### src/rtl/lab_pkg.sv
// Shared definitions for the labyrinth path-search blocks.
//   W        : cost width
//   cost_t   : one cost entry
//   INF      : all-ones cost, marks an excluded or unreached cell
//   state_t  : scan controller FSM states
package lab_pkg;

    localparam int W = 19;

    typedef logic [W-1:0] cost_t;

    localparam cost_t INF = '1;

    typedef enum logic [1:0] {
        IDLE  = 2'd0,
        SCAN  = 2'd1,
        DRAIN = 2'd2,
        DONE  = 2'd3
    } state_t;

endpackage

### src/rtl/min4_idx.sv
// Combinational 4-to-1 minimum tree with lane index.
// Two pair stages: lanes (0,1) and (2,3) are reduced first, then the two
// winners. The lower lane wins on equal values at every stage, so the
// reported lane is the lowest lane holding the minimum.
// Ports:
//   data     in  4*W  lane 0 in bits [W-1:0]
//   min_val  out W    smallest of the four values
//   min_lane out 2    lane that holds min_val
module min4_idx
    import lab_pkg::*;
(
    input  logic [4*W-1:0] data,
    output cost_t          min_val,
    output logic [1:0]     min_lane
);

    cost_t pair_val [2];
    logic  pair_sel [2];

    // First stage: one comparator per lane pair.
    generate
        for (genvar gi = 0; gi < 2; gi++) begin : g_pair
            cost_t lo_val;
            cost_t hi_val;
            assign lo_val = data[(2*gi)*W +: W];
            assign hi_val = data[(2*gi+1)*W +: W];
            // Strict less-than: the upper lane only wins when truly smaller.
            assign pair_sel[gi] = (hi_val < lo_val);
            assign pair_val[gi] = pair_sel[gi] ? hi_val : lo_val;
        end
    endgenerate

    // Second stage: upper pair only wins when strictly smaller.
    always_comb begin
        min_val  = pair_val[0];
        min_lane = {1'b0, pair_sel[0]};
        if (pair_val[1] < pair_val[0]) begin
            min_val  = pair_val[1];
            min_lane = {1'b1, pair_sel[1]};
        end
    end

endmodule

### src/rtl/min_scan_ctrl.sv
// Minimum-cost scan controller.
// Sweeps the cost RAM one 4-entry group per cycle, reduces each group with
// min4_idx and keeps a running minimum with its entry index. INF entries
// never win; the lowest index wins among equal minima.
// Ports:
//   clk, rst  clock and asynchronous active-high reset
//   start     scan request, only honoured in IDLE
//   busy      high from the cycle after start acceptance until done
//   done      one-cycle pulse, results valid from this cycle
//   rd_en     cost RAM read enable
//   rd_addr   cost RAM group address (entry = rd_addr*4 + lane)
//   rd_data   four lanes of cost, one cycle after rd_en
//   min_val   minimum non-INF cost, INF if none
//   min_idx   entry index of min_val, 0 if none
//   found     at least one non-INF entry seen
module min_scan_ctrl
    import lab_pkg::*;
#(
    parameter  int DEPTH = 64,
    localparam int G     = DEPTH / 4,
    localparam int GW    = $clog2(G),
    localparam int AW    = $clog2(DEPTH)
) (
    input  logic            clk,
    input  logic            rst,
    input  logic            start,
    output logic            busy,
    output logic            done,
    output logic            rd_en,
    output logic [GW-1:0]   rd_addr,
    input  logic [4*W-1:0]  rd_data,
    output logic [W-1:0]    min_val,
    output logic [AW-1:0]   min_idx,
    output logic            found
);

    state_t          state_reg;
    logic            busy_reg;
    logic            done_reg;
    logic            rd_en_reg;
    logic [GW-1:0]   rd_addr_reg;

    // Tracks which group the returning rd_data belongs to.
    logic            rd_valid_reg;
    logic [GW-1:0]   grp_reg;

    cost_t           min_val_reg;
    logic [AW-1:0]   min_idx_reg;
    logic            found_reg;

    cost_t           gval;
    logic [1:0]      glane;
    logic            start_accept;
    logic            take_group;

    min4_idx u_min4 (
        .data     (rd_data),
        .min_val  (gval),
        .min_lane (glane)
    );

    assign start_accept = (state_reg == IDLE) && start;

    // Strict compare keeps the earlier group on a tie across groups.
    assign take_group = rd_valid_reg && (gval != INF) && (gval < min_val_reg);

    always_ff @(posedge clk or posedge rst) begin
        if (rst) begin
            state_reg    <= IDLE;
            busy_reg     <= 1'b0;
            done_reg     <= 1'b0;
            rd_en_reg    <= 1'b0;
            rd_addr_reg  <= '0;
            rd_valid_reg <= 1'b0;
            grp_reg      <= '0;
        end else begin
            done_reg     <= 1'b0;
            rd_valid_reg <= rd_en_reg;
            grp_reg      <= rd_addr_reg;
            case (state_reg)
                IDLE: begin
                    if (start) begin
                        state_reg   <= SCAN;
                        busy_reg    <= 1'b1;
                        rd_en_reg   <= 1'b1;
                        rd_addr_reg <= '0;
                    end
                end
                SCAN: begin
                    if (rd_addr_reg == GW'(G - 1)) begin
                        state_reg   <= DRAIN;
                        rd_en_reg   <= 1'b0;
                        rd_addr_reg <= '0;
                    end else begin
                        rd_addr_reg <= rd_addr_reg + GW'(1);
                    end
                end
                DRAIN: begin
                    // The last group is folded in on this edge.
                    state_reg <= DONE;
                    busy_reg  <= 1'b0;
                    done_reg  <= 1'b1;
                end
                DONE: begin
                    state_reg <= IDLE;
                end
                default: begin
                    state_reg <= IDLE;
                end
            endcase
        end
    end

    always_ff @(posedge clk or posedge rst) begin
        if (rst) begin
            min_val_reg <= INF;
            min_idx_reg <= '0;
            found_reg   <= 1'b0;
        end else if (start_accept) begin
            min_val_reg <= INF;
            min_idx_reg <= '0;
            found_reg   <= 1'b0;
        end else if (take_group) begin
            min_val_reg <= gval;
            min_idx_reg <= {grp_reg, glane};
            found_reg   <= 1'b1;
        end
    end

    assign busy    = busy_reg;
    assign done    = done_reg;
    assign rd_en   = rd_en_reg;
    assign rd_addr = rd_addr_reg;
    assign min_val = min_val_reg;
    assign min_idx = min_idx_reg;
    assign found   = found_reg;

endmodule
### config.mk
export PLATFORM = sky130hd
export DESIGN_NAME = min_scan_ctrl
export DESIGN_NICKNAME = d
export VERILOG_FILES = /design/src/rtl/lab_pkg.sv /design/src/rtl/min4_idx.sv /design/src/rtl/min_scan_ctrl.sv
export SDC_FILE = /design/constraint.sdc
export NUM_CORES = 1
export LEC_CHECK = 0
export CAP_MARGIN = 30
export CORE_ASPECT_RATIO = 0.75
export CORE_MARGIN = 2
export CORE_UTILIZATION = 30
export CTS_BUF_LIST = sky130_fd_sc_hd__clkbuf_4
export CTS_CLUSTER_DIAMETER = 100
export DETAILED_ROUTE_END_ITERATION = 12
export PLACE_DENSITY = 0.5
export SETUP_SLACK_MARGIN = 0.3
export SLEW_MARGIN = 20
export SYNTH_ARGS = -nofsm -noshare
export SYNTH_HDL_FRONTEND = slang
export SYNTH_SLANG_ARGS = --single-unit
### constraint.sdc
create_clock -name clk -period 3.7 [get_ports clk]
set_input_delay 0.555 -clock clk [delete_from_list [all_inputs] [get_ports clk]]
set_output_delay 0.555 -clock clk [all_outputs]
set_load 0.1 [all_outputs]
======== Word level (Yosys, flattened, before mapping) ========
Cells that the tools add are included.
word-level totals
  bits of input ports ..................... 79
  register bits ........................... 40
  output and inout bits ................... 33
  word-level logic and storage cells ...... 54
cells by class
  $add $sub $neg .......................... 1
  multiplexer cells ....................... 21
  equal/unequal tests ..................... 7
  $lt $le $gt $ge ......................... 4
  reductions and logical operators ........ 11
operators with widths
  kind                                                 count
  2-to-1 mux 19 bit                                    5
  less-than comparator 19 bit                          4
  inequality test 19 bit, second input constant        1
  2-to-1 mux 6 bit                                     2
  2-to-1 mux 4 bit                                     2
  one-hot mux 2 bit (4 select lines)                   1
  one-hot mux 4 bit (2 select lines)                   1
  2-to-1 mux 2 bit                                     3
  AND reduction 2 bit                                  3
  nonzero test 2 bit                                   3
  2-to-1 mux 1 bit                                     5
  adder 4 x 1 -> 4 bit, second input constant          1
  equality test 2 bit, second input constant           2
  equality test 4 bit, second input constant           1
  inequality test 2 bit, second input constant         2
  one-hot mux 1 bit (2 select lines)                   2
  logical AND 1 bit                                    3
  AND reduction 3 bit                                  1
  equality test 2 x 1 -> 1 bit, second input constant  1
  logical NOT 2 bit                                    1

======== Depth between registers and ports, before layout ========
  word-level depth ........................ 9
  mapped depth ............................ 32
  gate-level depth less buffers ........... 29

======== By module ========
A second synthesis with hierarchy kept.
second synthesis, totals
  cell total of the unflattened synthesis .. 513
  area total of the unflattened synthesis .. 4262.8 um^2
modules (own cells, without submodules)
  module         sequential area each (um^2)  times used  area an instance (um^2)  cells each
  min_scan_ctrl  1024.7                       1           2180.8                   220
  min4_idx       0.0                          1           2082.0                   293

======== Worst setup path before layout ========
OpenSTA, ideal clock, no wires.
  kind .................................... in2reg
  from .................................... in rd_data[18]
  to ...................................... reg min_idx_reg[2], in the netlist min_idx[2]
  data required time ...................... 3.622 ns
  stages .................................. 30
  arrival ................................. 7.279 ns
  path slack .............................. -3.658 ns
  setup time .............................. 0.078 ns
  path buffers ............................ 4
  cells stage by stage .................... inv_1 ha_1 and4_1 nand4_2 or4_4 o221ai_4 buf_2 buf_2 mux2i_1 ha_1 a21o_1 a221o_1 a221oi_1 o31ai_1 a21oi_1 o221ai_4 buf_2 mux2i_1 ha_1 a21o_1 a21o_1 a21o_1 a21o_1 a21oi_1 o21ai_0 a2111oi_0 a21o_1 clkbuf_1 nand3_1 a21oi_1
between the ends
  cells in the longest elaborated chain, start to end .. 8
  elaborated cells on any way between the ends .. 9
  classes of those cells .................. order compare (3); eq/ne (1); mux (2); reduce/logical (3)
RTL lines
  item                                                                                 RTL line              RTL
  start, declared                                                                      min_scan_ctrl.sv:31   input logic [4*W-1:0] rd_data,
  less-than comparator 19 bit                                                          min4_idx.sv:28        assign pair_sel[gi] = (hi_val < lo_val);
  2-to-1 mux 19 bit *                                                                  min4_idx.sv:29        assign pair_val[gi] = pair_sel[gi] ? hi_val : lo_val;
  less-than comparator 19 bit                                                          min4_idx.sv:37        if (pair_val[1] < pair_val[0]) begin
  2-to-1 mux 19 bit *                                                                  min4_idx.sv:37
  parallel branches: the longest is 2 deep, another holds less-than comparator 19 bit  -
  logical AND 1 bit *                                                                  min_scan_ctrl.sv:65   assign take_group = rd_valid_reg && (gval != INF) && (gval < min_val_reg);
  nonzero test 2 bit (no source line) *                                                -
  end signal, assigned                                                                 min_scan_ctrl.sv:125  min_idx_reg <= {grp_reg, glane};
  end, declared                                                                        min_scan_ctrl.sv:48   logic [AW-1:0] min_idx_reg;
Every way passes the cells marked *.
A chain may end at the register's enable or synchronous reset.

======== Worst setup path after layout ========
  from .................................... in rd_data[37]
  to ...................................... reg min_idx_reg[1], in the netlist min_idx[1]
between the ends
  cells in the longest elaborated chain, start to end .. 8
  elaborated cells on any way between the ends .. 12
  classes of those cells .................. order compare (3); eq/ne (1); mux (5); reduce/logical (3)
RTL lines
  item                                                                                 RTL line
  less-than comparator 19 bit                                                          min4_idx.sv:28
  2-to-1 mux 19 bit *                                                                  min4_idx.sv:29
  parallel branches: the longest is 6 deep, another holds less-than comparator 19 bit  -
Every way passes the cells marked *. The select of a mux whose other input is x is not followed.

==> report_table.html <==
<table>
<tr><th>Metric</th><th>Value</th></tr>
<tr><th colspan="2">Timing</th></tr>
<tr><td>Final count of negative-setup-slack endpoints</td><td>26</td></tr>
<tr><td>Upper clock frequency limit</td><td>163 MHz</td></tr>
<tr><td>Minimum clock period after layout</td><td>6.15 ns</td></tr>
<tr><td>Worst clock skew</td><td>0.0109 ns</td></tr>
<tr><td>Slack of the critical path</td><td>-2.45 ns</td></tr>
<tr><td>Slew Limit Headroom</td><td>33.8%</td></tr>
<tr><td>Post-route fraction of the period consumed by the critical path</td><td>166%</td></tr>
<tr><td>Count of pins over their slew limit</td><td>0</td></tr>
<tr><td>Count of final hold-check violations</td><td>0</td></tr>
<tr><td>Slew @ Worst Pin</td><td>0.990 ns</td></tr>
<tr><td>RSZ-0062 raised after global routing</td><td>yes</td></tr>
<tr><th colspan="2">Global route</th></tr>
<tr><td>Vias in the first global route</td><td>5524</td></tr>
<tr><td>Pin count of the biggest net entering global routing</td><td>41</td></tr>
<tr><td>Remaining global-route overflow</td><td>0</td></tr>
<tr><td>Initial antenna violation count</td><td>0</td></tr>
<tr><td>Wire length of the first global-routing pass</td><td>28200 µm</td></tr>
<tr><td>Total track usage</td><td>22.9%</td></tr>
<tr><th colspan="2">Die</th></tr>
<tr><td>Initial Utilization</td><td>30.5%</td></tr>
<tr><td>Core footprint</td><td>14400 µm²</td></tr>
<tr><td># rows</td><td>38</td></tr>
<tr><td>Vertical extent of the die</td><td>109 µm</td></tr>
<tr><td>Total die area</td><td>15700 µm²</td></tr>
<tr><td>Number of ports placed on the die boundary</td><td>112</td></tr>
<tr><td>Horizontal die dimension</td><td>144 µm</td></tr>
<tr><th colspan="2">Critical path</th></tr>
<tr><td>Slowest library cell on the worst path</td><td>sky130_fd_sc_hd__or4_4</td></tr>
<tr><td>Data arrival time at the worst-slack endpoint</td><td>6.46 ns</td></tr>
<tr><td>Critical path origin</td><td>rd_data[37]</td></tr>
<tr><td>Cell occurring most often along the worst timing path</td><td>sky130_fd_sc_hd__a21o_1</td></tr>
<tr><td>Critical Path Sink Type</td><td>flop</td></tr>
<tr><td>WS Path Type</td><td>in -&gt; reg</td></tr>
<tr><td>Crit-path max FO</td><td>5</td></tr>
<tr><td>Launching element type of the critical path</td><td>input pin</td></tr>
<tr><td>Max stage delay on crit path</td><td>0.44 ns</td></tr>
<tr><td>Worst flop-to-flop path startpoint</td><td>min_val[12]$_DFFE_PP1P_</td></tr>
<tr><td>Required time reported for the critical path endpoint</td><td>4.01 ns</td></tr>
<tr><th colspan="2">Synth</th></tr>
<tr><td>Synth Cell Area</td><td>4400 µm²</td></tr>
<tr><td>Post-synthesis sequential area ratio</td><td>23.3%</td></tr>
<tr><td>FF+latch count, synth</td><td>40</td></tr>
<tr><td>Mapped Nets</td><td>693</td></tr>
<tr><td>Warnings, synthesis</td><td>0</td></tr>
<tr><td>Most used flip-flop cell after synthesis</td><td>sky130_fd_sc_hd__dfrtp_1</td></tr>
<tr><td>Cell count after synthesis</td><td>538</td></tr>
<tr><td>Largest area contributor in the synthesized netlist</td><td>sky130_fd_sc_hd__ha_1</td></tr>
<tr><td>Number of distinct library cells after synthesis</td><td>45</td></tr>
<tr><td>Number of flops mapped to enable cells by yosys</td><td>0</td></tr>
<tr><td>Biggest area contributors in the synthesized netlist</td><td>sky130_fd_sc_hd__ha_1 22%, sky130_fd_sc_hd__dfrtp_1 12%, sky130_fd_sc_hd__dfstp_2 11%</td></tr>
<tr><td>Proportion of synthesized flip-flops having asynchronous set or reset</td><td>100%</td></tr>
<tr><td>Share of Yosys cell area claimed by the top area cell type</td><td>21.6%</td></tr>
<tr><td>Mean instance size in the synthesized netlist</td><td>8.17 µm²</td></tr>
<tr><th colspan="2">Routing</th></tr>
<tr><td>Wire length after detailed routing</td><td>17900 µm</td></tr>
<tr><td>First-pass iteration count of the detailed router</td><td>5</td></tr>
<tr><td>Number of remaining DRC errors</td><td>0</td></tr>
<tr><td>Antenna-violating nets left</td><td>0</td></tr>
<tr><td>DR vias</td><td>5374</td></tr>
<tr><td>Via-to-Cell Ratio</td><td>4.90</td></tr>
<tr><td>DR WL/cell</td><td>16.3 µm</td></tr>
<tr><td>Iteration-0 DRC Markers</td><td>251</td></tr>
<tr><th colspan="2">Clocking</th></tr>
<tr><td>Clock network latency to the later pin of the worst-skew pair</td><td>0.38 ns</td></tr>
<tr><td>Clk slew on worst S/H paths</td><td>0.13 ns</td></tr>
<tr><td>Htree depth</td><td>2</td></tr>
<tr><td>Clock tree from TritonCTS</td><td>yes</td></tr>
<tr><td>Number of buffers created by CTS</td><td>5</td></tr>
<tr><td>Cts hold-fix bufs</td><td>0</td></tr>
<tr><td>Clock buffer depth</td><td>2</td></tr>
<tr><td>CTS root buffer</td><td>sky130_fd_sc_hd__clkbuf_4</td></tr>
<tr><td>Clock sink count</td><td>40</td></tr>
<tr><th colspan="2">Layout</th></tr>
<tr><td>Max reg flops</td><td>19</td></tr>
<tr><td>Fraction of final layout cells with drive strength greater than 1</td><td>54.1%</td></tr>
<tr><td>Finished Cell Area</td><td>8830 µm²</td></tr>
<tr><td>Final net count</td><td>1050</td></tr>
<tr><td>Post-Route Utilization</td><td>61.3%</td></tr>
<tr><td>Antenna diode count</td><td>0</td></tr>
<tr><td>Area added between synthesis and finish</td><td>101%</td></tr>
<tr><th colspan="2">Run status</th></tr>
<tr><td>Result of the run</td><td>finished, violations left</td></tr>
<tr><td>Violated checks</td><td>setup timing</td></tr>
<tr><th colspan="2">Power</th></tr>
<tr><td>Static power due to leakage</td><td>4.21 nW</td></tr>
<tr><td>PD cells</td><td>660 nW/µm²</td></tr>
<tr><td>Maximum vdd drop</td><td>0.000634 V</td></tr>
<tr><th colspan="2">Place</th></tr>
<tr><td>Placed instance area</td><td>7310 µm²</td></tr>
<tr><td>Worst slack, placed</td><td>-3.47 ns</td></tr>
<tr><td>Count of input and output buffers</td><td>111</td></tr>
<tr><td>Placed wire-length estimate after detailed placement</td><td>13400 µm</td></tr>
<tr><td>Final weighted congestion of routability-driven global placement</td><td>0.942</td></tr>
<tr><th colspan="2">Hold path</th></tr>
<tr><td>Hold WC Path Type</td><td>reg -&gt; reg</td></tr>
<tr><td>Start point of the worst hold path</td><td>rd_en$_DFFE_PP0P_</td></tr>
<tr><th colspan="2">Job</th></tr>
<tr><td>Max-cap viol count</td><td>0</td></tr>
</table>
[power breakdown]
| group | internal [W] | total (W) | leakage, nW | switching (W) |
|---|---|---|---|---|
| clock network | 0.000144 | 0.000312 | 0.0418 | 0.000167 |
| logic | 0.00185 | 0.00464 | 3.70 | 0.00278 |
| registers | 0.000733 | 0.000885 | 0.466 | 0.000151 |
[metrics by stage]
| step | instances | hold WS, ns | total power, W | TNS, ns |
|---|---|---|---|---|
| floorplan | 538 | 0.490 | 0.00358 | -66.40 |
| global placement | 1020 | 0.425 | 0.00470 | -86.14 |
| detailed placement | 1021 | 0.413 | 0.00477 | -89.37 |
| CTS | 1085 | 0.455 | 0.00554 | -62.00 |
| global route | 1096 | 0.481 | 0.00620 | -67.88 |
| finish | 1096 | 0.459 | 0.00583 | -62.92 |
[logic make-up (layout without fill, tap and decap cells)]
family          count (synthesis)  after routing  synth area share, %
simple gates                  150            150                 17.1
compound gates                136            136                 20.1
buf+inv                        95            453                 8.31
fa+ha+maj                      76             76                 21.6
mux                            41             41                 9.50
flops                          40             40                 23.3
[cell type report]
| class | count | area (µm²) |
|---|---|---|
| Fill cell | 1243 | 5570 |
| Multi-Input combinational cell | 403 | 3990 |
| Timing Repair Buffer | 366 | 3160 |
| Sequential cell | 40 | 1020 |
| Inverter | 79 | 319 |
| Tap cell | 200 | 250 |
| Clock inverter | 3 | 46.3 |
| Clock buffer | 5 | 37.5 |
[metal layers]
layer | track usage [%] | up-vias | share of wire [%] | routed length [µm]
li1 | - | 2668 | - | -
met3 | 3.47 | 21 | 4.7 | 837
met4 | 3.36 | 0 | 1.3 | 225
met5 | 0 | - | 0 | 0
met1 | 32.6 | 2551 | 50 | 8880
met2 | 37.7 | 134 | 45 | 7970
[timing repair]
action	CTS	global route
cloned	1	2
buffers inserted	55	9
pin swaps	61	59
endpoints found under the setup margin	26	26
resized for setup	291	79
hold endpoints to repair	0	0
[cells in the mapped netlist, drive strengths merged (4+ instances only)]
cell     n
a21o    15
a21oi   55
and2     6
buf      7
clkbuf   9
dfrtp   21
dfstp   19
ha      76
inv     79
mux2i   38
nand2   35
nand2b   4
nand3   34
nand4   24
nor2    30
nor3     4
o211ai  16
o21ai   26
[path summary, 6_finish.rpt]
check	end	slack (ns)	depth (start not counted)
max reg2reg	min_idx[1]$_DFFE_PP0P_	0.90	13
min reg2reg	rd_valid_reg$_DFF_PP0_	0.46	0
max	min_idx[1]$_DFFE_PP0P_	-2.45	29
min in group asynchronous	done$_DFF_PP0_	0.58	3
min	rd_valid_reg$_DFF_PP0_	0.46	0
max in group asynchronous	min_val[1]$_DFFE_PP1P_	2.73	3
[placed cells by master, fill, tap and decap left out, drive strengths merged, types with 4 or more instances in the layout]
| cell | n |
|---|---|
| buf | 277 |
| inv | 80 |
| ha | 76 |
| a21oi | 55 |
| clkdlybuf4s50 | 52 |
| mux2i | 38 |
| nand2 | 35 |
| nand3 | 34 |
| nor2 | 30 |
| o21ai | 26 |
| nand4 | 24 |
| dfrtp | 21 |
| dfstp | 19 |
| o211ai | 16 |
| dlygate4sd2 | 16 |
| a21o | 15 |
| dlymetal6s2s | 11 |
| clkdlybuf4s15 | 8 |
| clkbuf | 7 |
| and2 | 6 |
| nand2b | 4 |
| nor3 | 4 |
[worst max-delay path, delay by kind of cell]
| family | cells | cell delay, ns |
|---|---|---|
| AO/OA/AOI/OAI | 14 | 2.68 |
| adder cells (fa/ha/maj) | 3 | 0.74 |
| buffers and inverters | 5 | 0.74 |
| multiplexers | 2 | 0.52 |
| AND/OR/NAND/NOR | 5 | 1.21 |
Power figures use the tool's default switching activity.
